<file path="src/rtl/cv32e40x_clint_irq_ctrl.sv">
// CLINT-mode interrupt controller: registers irq lines, builds mip, arbitrates by RISC-V priority.
// Optional `CV32E40X_IRQ_SYNC_EN adds a 2-flop input synchronizer ahead of the irq register.
module cv32e40x_clint_irq_ctrl #(
  parameter logic [31:0] IRQ_VALID_MASK = 32'hFFFF_0888
) (
  input  logic        clk,
  input  logic        rst_n,
  input  logic [31:0] irq_i,
  input  logic [31:0] mie_i,
  input  logic        mstatus_mie_i,
  input  logic        irq_ack_i,
  output logic        irq_req_ctrl_o,
  output logic [9:0]  irq_id_ctrl_o,
  output logic        irq_wu_ctrl_o,
  output logic [31:0] mip_o,
  output logic        irq_ack_o,
  output logic [4:0]  irq_id_o
);

  localparam logic [1:0] IDLE  = 2'b00;
  localparam logic [1:0] REQ   = 2'b01;
  localparam logic [1:0] BLANK = 2'b10;

  logic [31:0] w_irq_src;
  logic [31:0] r_irq_q;
  logic [31:0] w_pending;
  logic        w_irq_en;
  logic [4:0]  w_best_id;
  logic [1:0]  r_state;
  logic [4:0]  r_id_q;
  logic        r_ack;
  logic [4:0]  r_id_o;

`ifdef CV32E40X_IRQ_SYNC_EN
  logic [31:0] r_sync1;
  logic [31:0] r_sync2;

  always_ff @(posedge clk or negedge rst_n) begin
    if (!rst_n) begin
      r_sync1 <= '0;
      r_sync2 <= '0;
    end else begin
      r_sync1 <= irq_i;
      r_sync2 <= r_sync1;
    end
  end

  assign w_irq_src = r_sync2;
`else
  assign w_irq_src = irq_i;
`endif

  always_ff @(posedge clk or negedge rst_n) begin
    if (!rst_n) r_irq_q <= '0;
    else        r_irq_q <= w_irq_src & IRQ_VALID_MASK;
  end

  assign w_pending = r_irq_q & mie_i & IRQ_VALID_MASK;
  assign w_irq_en  = mstatus_mie_i & (|w_pending);

  // Evaluated lowest priority first so later hits override: 7, 3, 11, then 16..31.
  always_comb begin
    w_best_id = '0;
    if (w_pending[7])  w_best_id = 5'd7;
    if (w_pending[3])  w_best_id = 5'd3;
    if (w_pending[11]) w_best_id = 5'd11;
    for (int unsigned i = 16; i < 32; i++) begin
      if (w_pending[i]) w_best_id = i[4:0];
    end
  end

  function automatic logic [4:0] prio_rank(input logic [4:0] id);
    case (id)
      5'd7:    prio_rank = 5'd1;
      5'd3:    prio_rank = 5'd2;
      5'd11:   prio_rank = 5'd3;
      default: prio_rank = id[4] ? id : 5'd0;
    endcase
  endfunction

  always_ff @(posedge clk or negedge rst_n) begin
    if (!rst_n) begin
      r_state <= IDLE;
      r_id_q  <= '0;
      r_ack   <= 1'b0;
      r_id_o  <= '0;
    end else begin
      r_ack <= 1'b0;
      case (r_state)
        IDLE: begin
          if (w_irq_en) begin
            r_id_q  <= w_best_id;
            r_state <= REQ;
          end
        end
        REQ: begin
          if (irq_ack_i) begin
            r_state <= BLANK;
            r_ack   <= 1'b1;
            r_id_o  <= r_id_q;
          end else if (!w_irq_en) begin
            r_state <= IDLE;
          end else if (prio_rank(w_best_id) > prio_rank(r_id_q)) begin
            r_id_q <= w_best_id;
          end else if (!w_pending[r_id_q]) begin
            r_id_q <= w_best_id;
          end
        end
        BLANK:   r_state <= IDLE;
        default: r_state <= IDLE;
      endcase
    end
  end

  assign irq_req_ctrl_o = (r_state == REQ);
  assign irq_id_ctrl_o  = {5'b0, r_id_q};
  assign irq_wu_ctrl_o  = |w_pending;
  assign mip_o          = r_irq_q;
  assign irq_ack_o      = r_ack;
  assign irq_id_o       = r_id_o;

endmodule

</file>
<file path="config.mk">
export PLATFORM = sky130hd
export DESIGN_NAME = cv32e40x_clint_irq_ctrl
export DESIGN_NICKNAME = d
export VERILOG_FILES = /design/src/rtl/cv32e40x_clint_irq_ctrl.sv
export SDC_FILE = /design/constraint.sdc
export NUM_CORES = 1
export LEC_CHECK = 0
export BUFFER_PORTS_ARGS = -buffer_cell sky130_fd_sc_hd__buf_4
export CAP_MARGIN = 20
export CORE_MARGIN = 5
export CORE_UTILIZATION = 42
export DETAILED_ROUTE_END_ITERATION = 8
export PLACE_DENSITY_LB_ADDON = 0.08
export SLEW_MARGIN = 15
export SYNTH_ARGS = -nofsm -noshare
export SYNTH_HDL_FRONTEND = slang
export SYNTH_SLANG_ARGS = --single-unit
</file>
<file path="constraint.sdc">
create_clock -name clk -period 4 [get_ports clk]
set_clock_uncertainty 0.1 [all_clocks]
set_input_delay 0.8 -clock clk [delete_from_list [all_inputs] [get_ports clk]]
set_output_delay 0.8 -clock clk [all_outputs]
set_load 0.02 [all_outputs]
</file>
==> impl_metrics.py <==
metrics = {
    "cts": {
        "htreeDepth": 2,
        "cts_tree": "built",
        "clock_tree.root_cell": "clkbuf_8",
        "clk_pin_slew_worst_paths_ps": 60,
        "clkLatencyLatePin_ps": 270,
        "cts.repair.resized": 0,
        "clock-sinks": 32,
        "cts_setup_buffers": 0,
        "holdBufCountCts": 0,
        "clockBufferDepth": 2,
        "cts_buffers": 5,
    },
    "drt": {
        "viasPerCell": 4.967,
        "drc": 0,
        "avgRoutedWirePerCell_um": 14.52,
        "drt_first_pass_iters": 4,
        "postRouteAntennaNets": 0,
        "routed_wl_um": 4370,
        "vias": 1495,
        "first_iter_violations": 91,
    },
    "logic_synthesis": {
        "synth_top_area_share_pct": 44.66,
        "synthArstFlopShare_pct": 100.0,
        "syn_area_um2": 1793,
        "synth_edf_count": 0,
        "netlist_instances": 178,
        "yosys.area.top_type": "dfrtp_1",
        "synthDistinctLibCells": 39,
        "synth_seq_cells": 32,
        "synth_area_per_cell_um2": 10.07,
        "synthTopCellsByArea": "dfrtp_1 45%, buf_4 7.5%, nand2_1 6.5%",
        "ys_seq_area_share_pct": 44.66,
        "synth-main-ff-cell": "dfrtp_1",
        "yosys_warnings": 0,
    },
    "setup_path": {
        "cp-end-kind": "register",
        "cp-start-kind": "primary input",
        "worstPathArrival_ps": 3550,
        "crit_start": "mie_i[7]",
        "cp.required_ps": 4050,
        "rrSetupSlack_ps": 700,
        "critical_path_class": "primary input to register",
        "r2r-start": "mip_o[7]",
        "reg2reg_depth": 14,
        "r2r_end": "r_id_q[0]",
        "worstPathMaxFanout": 5,
    },
    "finish": {
        "area_growth_pct": 32.80,
        "antenna_cells_inserted": 0,
        "final_common_cell": "buf_4",
        "multiInputGateArea_um2": 867.1,
        "final_cell_mix": "74 x buf_4, 32 x dfrtp_1, 31 x nand2_1",
        "drive_gt1_share_pct": 35.86,
        "ff_latch_area_um2": 800.8,
        "nFillCells": 368,
        "nNetsFinal": 326,
    },
    "grt": {
        "grt_max_degree": 33,
        "grtUsageTotal_pct": 17.09,
        "grt_antenna_before_repair": 0,
        "grt-ovfl-total": 0,
        "grt_pass1_vias": 1538,
        "grt_first_pass_wirelength_um": 7127,
    },
    "die": {
        "dieWidth_um": 75.34,
        "rows": 23,
        "die-area_um2": 5675,
        "start_util_pct": 44.19,
        "io_pins": 118,
        "die_h_um": 75.34,
        "coreArea_um2": 4058,
    },
    "placement": {
        "dp_hpwl_um": 3529,
        "finalWeightedCongestion": 0.8391,
        "io_buffer_count": 73,
    },
    "pwr": {
        "peakVddDrop_mv": 0.2855,
        "p_total_uw": 973.6,
        "powerDensity_nw_per_um2": 408.9,
        "leakage_uw": 0.001162,
    },
    "sta": {
        "hold_violations": 0,
        "grt_setup_unrepaired": "false",
        "min_period_ps": 3501,
        "tns_ps": 0,
        "setup_violations": 0,
        "max_freq_mhz": 285.6,
        "maxSlewViolCount": 0,
        "post-route-period-util_pct": 87.53,
    },
    "hold_path": {
        "hold_path.class": "primary input to async pin",
    },
    "outcome": {
        "outcome": "finished clean",
    },
    "run": {
        "max_cap_violations": 0,
    },
}
-- metrics by stage --
stage / hold slack [ps] / utilization (%) / setup slack [ps] / cell area [µm²] / instances
2_1_floorplan: 404.4 / - / 719.9 / 1857 / 195
3_3_place_gp: 391.3 / 56.98 / 282.8 / 2312 / 296
3_5_place_dp: 398.0 / 56.98 / 254.1 / 2312 / 296
4_1_cts: 363.4 / 58.68 / 539.5 / 2381 / 301
5_1_grt: 372.8 / 58.68 / 147.0 / 2381 / 301
6_report: 356.9 / 58.68 / 499.0 / 2381 / 301
-- cell families after synthesis --
| group | after synthesis | synth area share [%] |
|---|---|---|
| buffers and inverters | 30 | 10.54 |
| DFF | 32 | 44.66 |
| other | 1 | 0.2092 |
| adders and majority gates | 5 | 3.489 |
| AOI/OAI and AO/OA | 33 | 12.07 |
| muxes | 14 | 12.07 |
| xor gates and xnor gates | 1 | 0.4886 |
| and+or+nand+nor | 62 | 16.47 |
-- cell type report --
cell class	count	share of cell area (%)
flip-flops and latches	32	33.63
repair buffers	74	23.33
well taps	50	2.627
inverters	7	1.104
clock buffers	5	2.890
multi-input cells	133	36.42
-- critical path, cell delays in order --
cell and delay [ps]:
buf_4 120, a222oi_1 350, o21ai_0 130, a31oi_1 250
o21a_1 200, nor2_1 60, o31ai_1 290, ha_1 200
inv_1 40, a21o_1 160, a21oi_1 130, o21ai_0 110
a221oi_2 300, nor2_2 130, mux2_2 300
-- Yosys cell counts, drive strengths merged, types with 3 or more instances --
cell    instances
a21oi           6
a22oi           3
and2            4
buf            20
clkbuf          3
dfrtp          32
ha              5
inv             7
mux2            9
mux4            4
nand2          31
nand3           5
nor2            8
nor3            3
o21ai          11
-- metal layers --
metal / up-vias / track usage (%) / share of wire (%)
met5: - / 0 / 0
met4: 0 / 4.660 / 0.30
met3: 2 / 6.596 / 9.3
met2: 58 / 28.48 / 50
met1: 695 / 20.76 / 40
li1: 740 / - / -
-- worst max-delay path by stage --
stage | endpoint | slack (ps) | depth (start not counted)
floorplan | r_id_q[0] | 720 | 15
global placement | r_id_q[2] | 280 | 15
detailed placement | r_id_q[0] | 250 | 15
CTS | r_id_q[0] | 540 | 15
global route | r_id_q[0] | 150 | 16
finish | r_id_q[0] | 500 | 15
-- state kept, by name, indices dropped and copies added, names as in the netlist --
register	count
irq_id_o	5
r_id_q	5
mip_o	19
irq_ack_o	1
r_state	2
-- where the power goes --
part | switching (µW) | internal, µW | total (µW)
clock | 97.0 | 112 | 209
combinational | 169 | 171 | 340
sequential | 60.8 | 364 | 425
(Power assumes the default switching activity.)
